File: config.mk
export PLATFORM = sky130hd
export DESIGN_NAME = node_qos_arbiter
export DESIGN_NICKNAME = d
export VERILOG_FILES = /design/src/rtl/node_qos_arbiter_pkg.sv /design/src/rtl/node_qos_arbiter_rr_pick.sv /design/src/rtl/node_qos_arbiter.sv
export SDC_FILE = /design/constraint.sdc
export NUM_CORES = 1
export LEC_CHECK = 0
export BUFFER_PORTS_ARGS = -buffer_cell sky130_fd_sc_hd__buf_2
export CORE_MARGIN = 5
export CORE_UTILIZATION = 54
export CTS_CLUSTER_SIZE = 20
export DETAILED_ROUTE_END_ITERATION = 12
export PLACE_DENSITY = 0.95
export REMOVE_ABC_BUFFERS = 1
export SLEW_MARGIN = 10
export SYNTH_ARGS = -nofsm -noshare
export SYNTH_HDL_FRONTEND = slang
export SYNTH_HIERARCHICAL = 1
export SYNTH_SLANG_ARGS = --single-unit
File: constraint.sdc
create_clock -name clk -period 4.55 [get_ports clk]
set_input_delay 0.6825 -clock clk [delete_from_list [all_inputs] [get_ports clk]]
set_output_delay 0.6825 -clock clk [all_outputs]
set_load 0.05 [all_outputs]
File: src/rtl/node_qos_arbiter_pkg.sv
// ---------------------------------------------------------------------------
// node_arb_pkg
// Shared definitions for the mesh-node output-port arbiter.
//   PKT_W      : payload width {type,src,tgt,data} = 2+6+6+8 = 22
//   arb_pkt_t  : packed view of one payload
//   REQ_A/X/Y  : requester index constants (local inject, x-in, y-in)
//   rr_next    : round-robin pointer advance after a grant
// ---------------------------------------------------------------------------
package node_arb_pkg;

  localparam int TYPE_W = 2;
  localparam int ID_W   = 6;
  localparam int FLIT_W = 8;
  localparam int PKT_W  = TYPE_W + 2*ID_W + FLIT_W;

  localparam int N_REQ_DEF      = 3;
  localparam int STARVE_LIM_DEF = 8;

  localparam int REQ_A = 0;
  localparam int REQ_X = 1;
  localparam int REQ_Y = 2;

  typedef struct packed {
    logic [TYPE_W-1:0] typ;
    logic [ID_W-1:0]   src;
    logic [ID_W-1:0]   tgt;
    logic [FLIT_W-1:0] data;
  } arb_pkt_t;

  // Pointer value after a grant to index g among n requesters.
  function automatic int rr_next(input int g, input int n);
    return (g == n-1) ? 0 : g + 1;
  endfunction

endpackage

File: src/rtl/node_qos_arbiter_rr_pick.sv
// ---------------------------------------------------------------------------
// rr_pick
// Round-robin picker: returns the first set bit of req at an index >= ptr,
// wrapping from N-1 back to 0.
//   req [N]   in   candidate requests
//   ptr [PW]  in   start index of the search
//   gnt [N]   out  one-hot winner (all zero when req is empty)
//   any       out  at least one request present
// ---------------------------------------------------------------------------
module rr_pick #(
  parameter int N  = 3,
  parameter int PW = (N > 1) ? $clog2(N) : 1
) (
  input  logic [N-1:0]  req,
  input  logic [PW-1:0] ptr,
  output logic [N-1:0]  gnt,
  output logic          any
);

  int idx;

  // Walk N positions starting at ptr; the first hit wins.
  always_comb begin
    gnt = '0;
    any = 1'b0;
    idx = 0;
    for (int k = 0; k < N; k++) begin
      idx = (int'(ptr) + k) % N;
      if (!any && req[idx]) begin
        gnt[idx] = 1'b1;
        any      = 1'b1;
      end
    end
  end

endmodule

File: src/rtl/node_qos_arbiter.sv
// ---------------------------------------------------------------------------
// node_qos_arbiter
// Stage-1 arbiter for one mesh-node output port. Shares the port between
// N_REQ requesters (0 = local inject A, 1 = x-in, 2 = y-in) and moves at most
// one packet per cycle into a one-entry output register.
//
// Arbitration: QoS class first, round-robin inside each class, and aging so a
// qos=0 requester that loses STARVE_LIM arbitrations is promoted to the high
// class until it wins.
//
// Ports
//   clk        in   node clock
//   rst_n      in   asynchronous reset, active low
//   req_vld    in   [N_REQ]        per-requester valid
//   req_qos    in   [N_REQ]        per-requester QoS (1 = high class)
//   req_pkt    in   [N_REQ*PKT_W]  requester i at [i*PKT_W +: PKT_W]
//   req_rdy    out  [N_REQ]        one-hot grant / accept
//   out_vld    out                 output register valid
//   out_qos    out                 original QoS bit of the held packet
//   out_pkt    out  [PKT_W]        held payload
//   out_port   out  [N_REQ]        one-hot source of the held packet
//   out_rdy    in                  downstream accept
//   promo_evt  out                 pulse: last grant went to an aged requester
//
// Handshake (both sides): a transfer happens on a rising clock edge where
// valid and ready are both 1. A requester keeps vld/qos/pkt stable until it
// sees rdy; rdy is never raised for a requester whose vld is 0, and rdy is a
// pure function of vld, qos, ages, pointers and slot-free, never of itself.
// On the output side the slot is free when it is empty or being drained this
// cycle, so drain and reload can share one edge (1 packet/cycle).
// ---------------------------------------------------------------------------
module node_qos_arbiter
  import node_arb_pkg::*;
#(
  parameter int N_REQ      = node_arb_pkg::N_REQ_DEF,
  parameter int STARVE_LIM = node_arb_pkg::STARVE_LIM_DEF,
  parameter int PKT_W      = node_arb_pkg::PKT_W
) (
  input  logic                   clk,
  input  logic                   rst_n,
  input  logic [N_REQ-1:0]       req_vld,
  input  logic [N_REQ-1:0]       req_qos,
  input  logic [N_REQ*PKT_W-1:0] req_pkt,
  output logic [N_REQ-1:0]       req_rdy,
  output logic                   out_vld,
  output logic                   out_qos,
  output logic [PKT_W-1:0]       out_pkt,
  output logic [N_REQ-1:0]       out_port,
  input  logic                   out_rdy,
  output logic                   promo_evt
);

  localparam int PTR_W = (N_REQ > 1) ? $clog2(N_REQ) : 1;
  localparam int AGE_W = $clog2(STARVE_LIM + 1);
  localparam logic [AGE_W-1:0] AGE_LIM  = AGE_W'(STARVE_LIM);
  localparam logic [PTR_W-1:0] PTR_LAST = PTR_W'(N_REQ - 1);

  // -------------------------------------------------------------------------
  // State
  // -------------------------------------------------------------------------
  logic [PTR_W-1:0] ptr_hi;
  logic [PTR_W-1:0] ptr_lo;
  logic [AGE_W-1:0] age [N_REQ];

  // -------------------------------------------------------------------------
  // Class formation and picking
  // -------------------------------------------------------------------------
  logic             free;
  logic [N_REQ-1:0] at_lim;
  logic [N_REQ-1:0] hi;
  logic [N_REQ-1:0] gnt_hi;
  logic [N_REQ-1:0] gnt_lo;
  logic             any_hi;
  logic             any_lo;
  logic [N_REQ-1:0] gnt;
  logic             grant_any;

  assign free = !out_vld || out_rdy;

  // A requester that has waited STARVE_LIM lost rounds competes as high class.
  always_comb begin
    at_lim = '0;
    for (int i = 0; i < N_REQ; i++) begin
      at_lim[i] = (age[i] == AGE_LIM);
    end
  end

  assign hi = req_vld & (req_qos | at_lim);

  rr_pick #(.N(N_REQ), .PW(PTR_W)) u_pick_hi (
    .req (hi),
    .ptr (ptr_hi),
    .gnt (gnt_hi),
    .any (any_hi)
  );

  rr_pick #(.N(N_REQ), .PW(PTR_W)) u_pick_lo (
    .req (req_vld),
    .ptr (ptr_lo),
    .gnt (gnt_lo),
    .any (any_lo)
  );

  // hi is a subset of req_vld, so any_lo covers every case with a winner.
  assign grant_any = free && any_lo;
  assign gnt       = grant_any ? (any_hi ? gnt_hi : gnt_lo) : '0;
  assign req_rdy   = gnt;

  // -------------------------------------------------------------------------
  // Winner payload: one-hot AND-OR mux plus winner attributes
  // -------------------------------------------------------------------------
  logic [PKT_W-1:0] win_pkt;
  logic             win_qos;
  logic             win_promo;
  logic [PTR_W-1:0] win_idx;
  logic [PTR_W-1:0] next_ptr;

  always_comb begin
    win_pkt   = '0;
    win_qos   = 1'b0;
    win_promo = 1'b0;
    win_idx   = '0;
    for (int i = 0; i < N_REQ; i++) begin
      win_pkt   = win_pkt | ({PKT_W{gnt[i]}} & req_pkt[i*PKT_W +: PKT_W]);
      win_qos   = win_qos | (gnt[i] & req_qos[i]);
      // Promotion counts only when the win came from aging, not from qos=1.
      win_promo = win_promo | (gnt[i] & ~req_qos[i] & at_lim[i]);
      if (gnt[i]) begin
        win_idx = PTR_W'(i);
      end
    end
  end

  assign next_ptr = (win_idx == PTR_LAST) ? '0 : win_idx + PTR_W'(1);

  // -------------------------------------------------------------------------
  // Round-robin pointers: only the class that produced the grant advances.
  // -------------------------------------------------------------------------
  always_ff @(posedge clk or negedge rst_n) begin
    if (!rst_n) begin
      ptr_hi <= '0;
      ptr_lo <= '0;
    end else if (grant_any) begin
      if (any_hi) begin
        ptr_hi <= next_ptr;
      end else begin
        ptr_lo <= next_ptr;
      end
    end
  end

  // -------------------------------------------------------------------------
  // Aging: a waiting requester ages only when someone else actually wins.
  // Stalls and idle requesters hold their age; a withdrawn request keeps it.
  // -------------------------------------------------------------------------
  always_ff @(posedge clk or negedge rst_n) begin
    if (!rst_n) begin
      for (int i = 0; i < N_REQ; i++) begin
        age[i] <= '0;
      end
    end else begin
      for (int i = 0; i < N_REQ; i++) begin
        if (gnt[i]) begin
          age[i] <= '0;
        end else if (grant_any && req_vld[i] && !at_lim[i]) begin
          age[i] <= age[i] + AGE_W'(1);
        end
      end
    end
  end

  // -------------------------------------------------------------------------
  // Output register
  // -------------------------------------------------------------------------
  always_ff @(posedge clk or negedge rst_n) begin
    if (!rst_n) begin
      out_vld   <= 1'b0;
      out_qos   <= 1'b0;
      out_pkt   <= '0;
      out_port  <= '0;
      promo_evt <= 1'b0;
    end else begin
      promo_evt <= win_promo;
      if (grant_any) begin
        out_vld  <= 1'b1;
        out_qos  <= win_qos;
        out_pkt  <= win_pkt;
        out_port <= gnt;
      end else if (out_rdy) begin
        out_vld  <= 1'b0;
      end
    end
  end

endmodule

==> results.txt, run 1 <==
Syn Area/Cell = 9.457 µm²
Final Hold Vio Count = 0
Routed Antenna Nets = 0
CP Data Arrival Time = 3.47 ns
Synth Instances = 310
CP most frequent cell = inv_1
HPWL reported at the end of detailed placement = 5691 µm
Post-synth ARST share = 100.0%
Yosys cell types = 51
max_slew headroom = 25.11%
die width = 83.68 µm
crit share post-route = 91.37%
Yosys top cell by area = dfrtp_1
Slowest cell on crit path = a21boi_0
post-CTS sizing = 0
setup TNS = 0 ns
io pins = 106
fin nets = 494
clk slew on worst S/H paths = 0.08 ns
RD Place Congestion = 0.9111
drt drc = 0
hold_ws = 0.4986 ns
first-pass GRT wire length = 12,830 µm
peak supply drop = 0.0005331 V
leakage = 1.711 nW
register area share after synthesis = 37.56%
Starting DRT DRC Count = 291
hold buffer count at cts = 0
area of the mapped netlist = 2932 µm²
Die ar. = 7002 µm²
RSZ-0062 raised after global routing = false
Clock Skews = 0.008723 ns
antenna cells = 0
endpoint kind of the worst setup timing path = output port
maximum clock insertion buffer count = 2
number of global-route vias before repair = 2,790
Port Buffers = 105
min Tclk post-route = 4.157 ns
largest net degree at the start of global routing = 59
Req. time, crit path = 3.87 ns
layout cells sized above 1 = 32.02%
via/cell ratio = 6.086
Final Core Density = 67.62%
CTS tree = done
number of synthesized flops with an enable pin = 0
PD cells = 854.9 nW/µm²
CP Launch Type = register
Synth Register Bits = 44
Skew-Pair Late Insertion Delay = 0.30 ns
die height = 83.68 µm
Slew @ Worst Pin = 1.123 ns
Worst Path Buf+Inv = 3
CP top delay family = compound AO/OA/AOI/OAI gates
slowest stage delay, CP = 0.58 ns
Post-CTS Setup Repair Bufs = 0
routed via count = 2,897
H-tree Lvls = 2
yosys warns = 6
status = finished, final reports clean
Pre-Repair DR Iteration Count = 7
critical path, cell by cell = inv_1, ha_1, nand3b_1, a21boi_0, mux2i_1, o22ai_1, a211o_1, mux2_4, nand2_1, inv_1, buf_2
final WL = 7824 µm
critical path type = reg -> out
FP Rows = 26
Num CTS Buffers = 5
synth top area cells = dfrtp_1 38%, a222oi_1 7.9%, ha_1 6.0%
max-cap viol count = 0
initial core utilization = 56.32%
commonest cells in the netlist = 44 x dfrtp_1, 40 x nor2_1, 29 x a21oi_1, 23 x a222oi_1, 17 x inv_1
P&R area growth vs syn = 20.06%
clk sink count = 44
critical-path maximum fanout = 26
total congestion overflow = 0
clock root buffer master = clkbuf_8
Min-Delay Path Class = reg -> reg
Setup-failing EPs final = 0
initial antenna violation count = 0
Peak Freq = 240.5 MHz
core area = 5205 µm²
wire per inst = 16.44 µm
pins over their slew limit = 0
Post-synth top flop = dfrtp_1
most frequent cell after synthesis = dfrtp_1
area share of the largest cell type after synthesis = 37.56%
GRT Overall Usage = 21.99%
[logic make-up (layout without fill, tap and decap cells)]
group	Yosys count	count (layout)	share of synthesized area, %
fa+ha+maj	14	14	5.975
mux	15	15	5.549
compound gates	108	108	26.80
simple gates	91	91	16.13
flops	44	44	37.56
buf+inv	38	134	7.981
[routing by layer]
metal / share of wire (%) / wire length, µm / GRT usage (%)
met1: 40 / 3113 / 26.81
met2: 49 / 3845 / 36.51
met3: 8.9 / 695 / 6.219
met4: 2.2 / 170 / 8.918
met5: 0 / 0 / 0
[through the flow]
step           std cells  area (µm²)  total power, mW  worst slack [ns]
2_1_floorplan        291        2769            2.209            0.5964
3_3_place_gp         468        3398            2.606            0.9001
3_5_place_dp         468        3398            2.680            0.6871
4_1_cts              476        3520            3.010            0.4531
5_1_grt              476        3520            3.208            0.1449
6_report             476        3520            3.009            0.3927
[final timing paths]
kind	startpoint	to	slack (ns)	cells past startpoint
min in group asynchronous	rst_n	ptr_lo[0]	0.52	1
max	age[0]	req_rdy[0]	0.39	11
min reg2reg	out_port[0]	out_port[0]	0.50	1
min	out_port[0]	out_port[0]	0.50	1
max in group asynchronous	rst_n	out_pkt[21]	3.46	1
max reg2reg	age[0]	age[5]	0.95	10
[state kept, by name, indices dropped and copies added (netlist names)]
register   count
out_port       3
out_pkt       22
promo_evt      1
ptr_hi         2
ptr_lo         2
out_qos        1
out_vld        1
age           12
[layout by cell type, fill, tap and decap left out, types with 10 or more instances in the layout]
cell type,instances
buf_2,105
dfrtp_1,44
nor2_1,40
a21oi_1,29
a222oi_1,23
inv_1,17
ha_1,14
o21ai_0,13
mux2i_1,11
nand2_1,10
[power breakdown]
| part | switching, mW | internal (mW) | leakage [nW] |
|---|---|---|---|
| combinational | 1.36 | 0.643 | 1.11 |
| sequential | 0.119 | 0.574 | 0.536 |
| clock | 0.138 | 0.180 | 0.0614 |
| total | 1.61 | 1.40 | 1.71 |
[area by class of cell]
| cell class | count | area (µm²) |
|---|---|---|
| flip-flops and latches | 44 | 1101 |
| clock buffers | 6 | 82.58 |
| well taps | 70 | 87.58 |
| multi-input cells | 228 | 1598 |
| repair buffers | 107 | 540.5 |
| inverters | 19 | 71.32 |
| clock inverters | 2 | 38.79 |
| fillers | 420 | 1685 |
(Power assumes the default switching activity.)
==> run 2, diff against run 1 <==
CORE_UTILIZATION = 55   (was 54)
SYNTH_HIERARCHICAL = unset   (was 1)
==> run 2 against run 1 <==
- die area increased by 5.4%
- clock-buffer cell count did not move
- global-route usage up 4.0 points
- critical path type unchanged
- largest cell class unchanged
- flip-flop and latch count is the same
- setup slack improved by 0.18 ns
- critical path depth stayed put
- via count is 23% higher
- first-iteration DRC count is 53% higher
==> results.txt, run 2 <==
r2r setup slk = 1.60 ns (was 0.95 ns)
post-synthesis mux area share = 2.370% (was 5.548%)
register area share after synthesis = 34.76% (was 37.56%)
Yosys cell types = 63 (was 51)
Synth Instances = 367 (was 310)
hold_sp = out_port[2] (was out_port[0])
endpoint kind of the worst setup timing path = output port (unchanged)
Req. time, crit path = 3.87 ns (about the same)
layout cells sized above 1 = 30.74% (was 32.02%)
r2r endpoint = ptr_lo[1] (was age[5])
post-CTS sizing = 0 (unchanged)
clk sink count = 44 (unchanged)
hold buffer count at cts = 0 (unchanged)
Syn Area/Cell = 8.632 µm² (was 9.457 µm²)
number of global-route vias before repair = 3,383 (was 2,790)
CP Data Arrival Time = 3.29 ns (was 3.47 ns)
post-synthesis simple-gate area fraction = 24.05% (was 16.13%)
HPWL reported at the end of detailed placement = 7142 µm (was 5691 µm)
yosys warns = 0 (was 6)
Post-CTS Setup Repair Bufs = 0 (unchanged)
main combinational cell family by area after synthesis = compound AO/OA/AOI/OAI gates (unchanged)
Final Hold Vio Count = 0 (unchanged)
Synth Area in Adders = 5.529% (was 5.975%)
clock root buffer master = clkbuf_8 (unchanged)
via/cell ratio = 6.684 (was 6.086)
most frequent cell after synthesis = nand3_1 (was dfrtp_1)
wire per inst = 18.69 µm (was 16.44 µm)
die width = 85.90 µm (was 83.68 µm)
Num CTS Buffers = 5 (unchanged)
final WL = 9978 µm (was 7824 µm)
hold_ws = 0.4783 ns (was 0.4986 ns)
Port Buffers = 105 (unchanged)
Starting DRT DRC Count = 445 (was 291)
Peak Freq = 251.6 MHz (was 240.5 MHz)
max_slew headroom = 36.04% (was 25.11%)
Hold Path Depth = 1 (unchanged)
Regs by FF count = out_pkt x22, age x12, out_port x3 (unchanged)
Die ar. = 7378 µm² (was 7002 µm²)
Min-Delay Path Class = reg -> reg (unchanged)
Compound-Gate Fraction of Synth Area = 24.49% (was 26.80%)
R2R depth = 10 (unchanged)
number of synthesized flops with an enable pin = 0 (unchanged)
core area = 5540 µm² (was 5205 µm²)
area of the mapped netlist = 3168 µm² (was 2932 µm²)
commonest cells in the netlist = 48 x nand3_1, 44 x dfrtp_1, 27 x nand4_1, 25 x o21ai_0, 23 x a22oi_1 (was 44 x dfrtp_1, 40 x nor2_1, 29 x a21oi_1, 23 x a222oi_1, 17 x inv_1)
Post-synth top flop = dfrtp_1 (unchanged)
Setup-failing EPs final = 0 (unchanged)
largest net degree at the start of global routing = 45 (was 59)
Skew-Pair Late Insertion Delay = 0.30 ns (about the same)
io pins = 106 (unchanged)
leakage = 1.793 nW (was 1.711 nW)
Yosys top cell by area = dfrtp_1 (unchanged)
first-pass GRT wire length = 15,660 µm (was 12,830 µm)
antenna cells = 0 (unchanged)
CTS tree = done (unchanged)
post-synthesis xor/xnor area fraction = 2.488% (was 0%)
Most flops, register = out_pkt (unchanged)
initial antenna violation count = 0 (unchanged)
synth top area cells = dfrtp_1 35%, nand3_1 7.6%, ha_1 5.5% (was dfrtp_1 38%, a222oi_1 7.9%, ha_1 6.0%)
max reg flops = 22 (unchanged)
H-tree Lvls = 2 (unchanged)
RSZ-0062 raised after global routing = false (unchanged)
critical-path maximum fanout = 27 (was 26)
Routed Antenna Nets = 0 (unchanged)
CP Launch Type = register (unchanged)
total congestion overflow = 0 (unchanged)
Clock Skews = 0.007853 ns (was 0.008723 ns)
commonest non-fill, non-tap cells in the layout = 105 x buf_2, 48 x nand3_1, 44 x dfrtp_1, 27 x nand4_1, 25 x o21ai_0 (was 105 x buf_2, 44 x dfrtp_1, 40 x nor2_1, 29 x a21oi_1, 23 x a222oi_1)
peak supply drop = 0.0004955 V (was 0.0005331 V)
max-cap viol count = 0 (unchanged)
setup TNS = 0 ns (unchanged)
P&R area growth vs syn = 21.17% (was 20.06%)
FP Rows = 27 (was 26)
fin nets = 550 (was 494)
RD Place Congestion = 0.9511 (was 0.9111)
critical path type = reg -> out (unchanged)
status = finished, final reports clean (unchanged)
min Tclk post-route = 3.974 ns (was 4.157 ns)
maximum clock insertion buffer count = 2 (unchanged)
Reg2Reg Launch Point = ptr_lo[1] (was age[0])
pins over their slew limit = 0 (unchanged)
clk slew on worst S/H paths = 0.08 ns (about the same)
area share of the largest cell type after synthesis = 34.76% (was 37.56%)
Post-synth ARST share = 100.0% (unchanged)
die height = 85.90 µm (was 83.68 µm)
PD cells = 803.6 nW/µm² (was 854.9 nW/µm²)
GRT Overall Usage = 26.01% (was 21.99%)
commonest non-fill, non-tap cell in the layout = buf_2 (unchanged)
Hold Path Sink = out_port[2] (was out_port[0])
crit share post-route = 87.34% (was 91.37%)
initial core utilization = 57.18% (was 56.32%)
Slew @ Worst Pin = 0.9594 ns (was 1.123 ns)
routed via count = 3,569 (was 2,897)
Synth Register Bits = 44 (unchanged)
drt drc = 0 (unchanged)
Pre-Repair DR Iteration Count = 6 (was 7)
## run 2: cell count changes in the layout (fill, tap and decap cells not counted), moves of 5 or more
cell       before  now
xor2_1          0    6
a21boi_0        5    0
nand4_1         3   27
a222oi_1       23    0
o2111ai_1       0    5
a22oi_1         0   23
mux2i_1        11    5
a21oi_1        29    4
buf_4           2    9
nand2_1        10   21
nor2_1         40   22
o21ai_0        13   25
nand3_1         4   48
## run 2: layer usage
| layer | vias to the layer above | track usage, % | part of all wire [%] |
|---|---|---|---|
| met5 | - | 0 | 0 |
| met4 | 0 | 13.53 | 4.5 |
| li1 | 1577 | - | - |
| met2 | 269 | 42.47 | 48 |
| met1 | 1665 | 32.67 | 37 |
| met3 | 58 | 4.803 | 10 |
## run 2: stage by stage
step / total power [mW] / worst slack, ns / utilization (%) / cells / instance area (µm²)
2_1_floorplan: 2.156 / 0.6616 / - / 340 / 3035
3_3_place_gp: 2.668 / 1.064 / 67.34 / 526 / 3731
3_5_place_dp: 2.733 / 0.9522 / 67.34 / 526 / 3731
4_1_cts: 3.045 / 0.6249 / 69.29 / 534 / 3839
5_1_grt: 3.254 / 0.3574 / 69.29 / 534 / 3839
6_report: 3.085 / 0.5759 / 69.29 / 534 / 3839
## run 2: worst max path at each step
stage / startpoint / endpoint / slack (ns) / depth (start not counted)
after floorplan: ptr_lo[1] / req_rdy[1] / 0.66 / 8
after detailed placement: ptr_lo[0] / req_rdy[2] / 0.95 / 10
after global routing: ptr_lo[0] / req_rdy[0] / 0.36 / 11
after CTS: ptr_lo[0] / req_rdy[2] / 0.62 / 10
final: ptr_lo[0] / req_rdy[0] / 0.58 / 11
after global placement: ptr_lo[0] / req_rdy[2] / 1.06 / 10
## run 2: final cells by class
type / instances / area [µm²]
Timing Repair Buffer: 114 / 593.1
Fill cell: 411 / 1702
Multi-Input combinational cell: 278 / 1879
Clock buffer: 6 / 72.57
Clock inverter: 2 / 35.03
Tap cell: 72 / 90.09
Inverter: 18 / 67.56
Sequential cell: 44 / 1101
## run 2: critical path: stages, from the launching register on
cell	delay, ns
dfrtp_1	0.41
inv_1	0.08
ha_1	0.48
nor2_1	0.07
a211oi_1	0.49
o41a_1	0.31
o21ai_2	0.12
nor2_2	0.09
buf_4	0.30
a21oi_1	0.18
inv_1	0.16
buf_2	0.29
## run 2: where the power goes
| group | switching, mW | total [mW] | internal (mW) |
|---|---|---|---|
| Combinational | 1.46 | 2.09 | 0.624 |
| Sequential | 0.128 | 0.698 | 0.570 |
| Clock | 0.136 | 0.300 | 0.163 |
## run 2: logic make-up after synthesis
kind of cell	count (synthesis)
adders and majority gates	14
xor gates and xnor gates	9
AOI/OAI and AO/OA	104
and+or+nand+nor	144
buffers and inverters	45
muxes	7
DFF	44
==> run 3, diff against run 2 <==
CORE_UTILIZATION = 46   (was 55)
PLACE_DENSITY = 0.87   (was 0.95)
clock period = 3.4 ns   (was 4.55 ns; I/O delays follow)
==> run 3 against run 2 <==
- die area rose by 17%
- sequential power is 34% higher
- flip-flop and latch count unchanged
- core utilization is 11 points lower
- sequential share of layout area is 0.71 points lower
- combinational power grew 40%
- clock-buffer cell count down 1
- routed wire length rose by 2.6%
- clock skew rose by 0.0010 ns
- global-route usage down 3.1 points
- critical path depth stayed put
- non-clock buffer count grew 5
- largest cell class unchanged
==> results.txt, run 3 (synthesis results as in run 2) <==
Starting DRT DRC Count = 354 (was 445)
hold_ws = 0.3733 ns (was 0.4783 ns)
min Tclk post-route = 3.285 ns
first-pass GRT wire length = 16,280 µm (was 15,660 µm)
hold buffer count at cts = 0 (unchanged)
final worst setup slack = 0.1145 ns (was 0.5759 ns)
wire per inst = 18.75 µm (was 18.69 µm)
CP Launch Type = register (unchanged)
antenna cells = 0 (unchanged)
Seq pwr share = 22.3% (was 22.6%)
endpoint kind of the worst setup timing path = output port (unchanged)
post-route cell area = 3941 µm² (was 3839 µm²)
maximum clock insertion buffer count = 2 (unchanged)
CP most frequent cell = buf_4 (was inv_1)
Routed Antenna Nets = 0 (unchanged)
routed via count = 3,532 (was 3,569)
via/cell ratio = 6.469 (was 6.684)
CTS tree = done (unchanged)
io pins = 106 (unchanged)
clk slew on worst S/H paths = 0.09 ns (was 0.08 ns)
Num CTS Buffers = 5 (unchanged)
peak supply drop = 0.0005597 V (was 0.0004955 V)
leakage = 1.803 nW (was 1.793 nW)
pins over their slew limit = 0 (unchanged)
Skew-Pair Late Insertion Delay = 0.30 ns (about the same)
Final Hold Vio Count = 0 (unchanged)
initial antenna violation count = 0 (unchanged)
Net Switching = 2.347 mW (was 1.728 mW)
die width = 92.99 µm (was 85.90 µm)
clock root buffer master = clkbuf_8 (unchanged)
R2R depth = 12 (was 10)
register area = 1102 µm² (was 1101 µm²)
Min-Delay Path Class = in -> async (was reg -> reg)
H-tree Lvls = 2 (unchanged)
CP Launch Point = ptr_lo[1] (was ptr_lo[0])
initial core utilization = 46.89% (was 57.18%)
Pre-Repair DR Iteration Count = 6 (unchanged)
P&R area growth vs syn = 24.41% (was 21.17%)
Pwr Total = 4.179 mW (was 3.085 mW)
Reg2Reg Launch Point = ptr_lo[1] (unchanged)
commonest non-fill, non-tap cell in the layout = buf_2 (unchanged)
internal power = 1.832 mW (was 1.357 mW)
Req. time, crit path = 2.89 ns (was 3.87 ns)
commonest non-fill, non-tap cells in the layout = 103 x buf_2, 48 x nand3_1, 43 x dfrtp_1, 27 x nand4_1, 25 x o21ai_0 (was 105 x buf_2, 48 x nand3_1, 44 x dfrtp_1, 27 x nand4_1, 25 x o21ai_0)
logic gate share of total power = 69.8% (was 67.7%)
FP Rows = 30 (was 27)
CP Data Arrival Time = 2.78 ns (was 3.29 ns)
critical path type = reg -> out (unchanged)
GRT Overall Usage = 22.92% (was 26.01%)
die height = 92.99 µm (was 85.90 µm)
Slew @ Worst Pin = 1.009 ns (was 0.9594 ns)
total congestion overflow = 0 (unchanged)
Area after DPL = 3764 µm² (was 3731 µm²)
RSZ-0062 raised after global routing = false (unchanged)
max-cap viol count = 0 (unchanged)
Clock Skews = 0.008887 ns (was 0.007853 ns)
fin nets = 555 (was 550)
critical path, cell by cell = inv_2, ha_4, mux2i_4, buf_4, a31o_2, a21oi_1, o31a_1, a211oi_2, a21oi_2, inv_1, buf_4 (was inv_1, ha_1, nor2_1, a211oi_1, o41a_1, o21ai_2, nor2_2, buf_4, a21oi_1, inv_1, buf_2)
max reg flops = 22 (unchanged)
clk sink count = 44 (unchanged)
final WL = 10,240 µm (was 9978 µm)
largest net degree at the start of global routing = 45 (unchanged)
Worst Path Buf+Inv = 4 (unchanged)
drt drc = 0 (unchanged)
Clock power frac = 7.9% (was 9.7%)
Peak Freq = 304.4 MHz
number of global-route vias before repair = 3,509 (was 3,383)
RD Place Congestion = 0.9378 (was 0.9511)
Setup-failing EPs final = 0 (unchanged)
Multi-input gate area = 1954 µm² (was 1879 µm²)
core area = 6756 µm² (was 5540 µm²)
status = finished, final reports clean (unchanged)
HPWL reported at the end of detailed placement = 7357 µm (was 7142 µm)
critical-path maximum fanout = 6 (was 27)
Most flops, register = out_pkt (unchanged)
Crit. path cell count = 11 (unchanged)
layout cells sized above 1 = 34.55% (was 30.74%)
slowest stage delay, CP = 0.46 ns (was 0.49 ns)
sw frac = 56.16% (was 56.01%)
CP top delay family = compound AO/OA/AOI/OAI gates (unchanged)
max_slew headroom = 32.76% (was 36.04%)
# fillers = 580 (was 411)
Final Core Density = 58.33% (was 69.29%)
Slowest cell on crit path = dfrtp_1 (was a211oi_1)
Regs by FF count = out_pkt x22, age x12, out_port x3 (unchanged)
PD cells = 1060 nW/µm² (was 803.6 nW/µm²)
pre-CTS WS = 0.2639 ns (was 0.9522 ns)
Port Buffers = 105 (unchanged)
Die ar. = 8647 µm² (was 7378 µm²)
crit share post-route = 96.63%
==> run 3: changes by cell type in the layout (fill, tap and decap cells not counted), moves of 2 or more <==
cell / before / now
buf_2: 105 / 103
buf_4: 9 / 15
ha_1: 14 / 10
ha_4: 0 / 3
nand2_1: 21 / 19
nand2_2: 0 / 2
o21ai_1: 9 / 7
o21ai_2: 1 / 3
==> run 3: final timing paths <==
| kind | end | slack, ns |
|---|---|---|
| min in group clk | out_pkt[19] | 0.43 |
| worst min register to register | out_port[2] | 0.48 |
| worst min-delay path | out_pkt[15] | 0.37 |
| worst max-delay path | req_rdy[0] | 0.11 |
| worst max register to register | out_pkt[1] | 0.64 |
| max in group asynchronous | ptr_lo[0] | 2.34 |
==> run 3: what timing repair did <==
item / CTS / global route
buffers inserted: 1 / 1
gates resized for setup: 3 / 18
pin swaps: 0 / 3
endpoints found under the setup margin: 1 / 3
==> run 3: area by class of cell <==
class	instances	area share, %
clock buffer	5	1.746
tap	80	2.540
sequential	44	27.97
clock inverter	2	0.3175
inverter	18	1.714
multi-input combinational	278	49.59
timing repair buffer	119	16.13
==> run 3: power by group through the flow <==
stage | registers (mW) | clock network (mW) | logic (mW)
final | 0.933 | 0.331 | 2.92
after CTS | 0.918 | 0.337 | 2.81
after detailed placement | 0.926 | 0 | 2.79
after global routing | 0.964 | 0.350 | 3.12
after floorplan | 1.43 | 0 | 1.46
after global placement | 0.916 | 0 | 2.71
==> run 3: layer usage <==
layer | GRT usage, % | wire [µm] | vias to the layer above
met3 | 4.103 | 651 | 34
met4 | 11.23 | 338 | 0
li1 | - | - | 1586
met2 | 38.99 | 5253 | 176
met5 | 0 | 0 | -
met1 | 27.91 | 3993 | 1736
==> run 3: per-stage QoR <==
stage,cells,TNS (ns)
floorplan,340,-1.528
global placement,537,0
detailed placement,537,0
CTS,545,0
global route,546,0
finish,546,0
==> run 3: worst register-to-register path, stage by stage, from the launching register on <==
cell,delay (ns)
dfrtp_1,0.46
inv_2,0.13
ha_4,0.19
mux2i_4,0.28
buf_4,0.15
a31o_2,0.17
a21oi_1,0.07
o31a_1,0.28
a211oi_2,0.29
buf_4,0.16
buf_4,0.26
a22oi_1,0.13
nand4_1,0.12
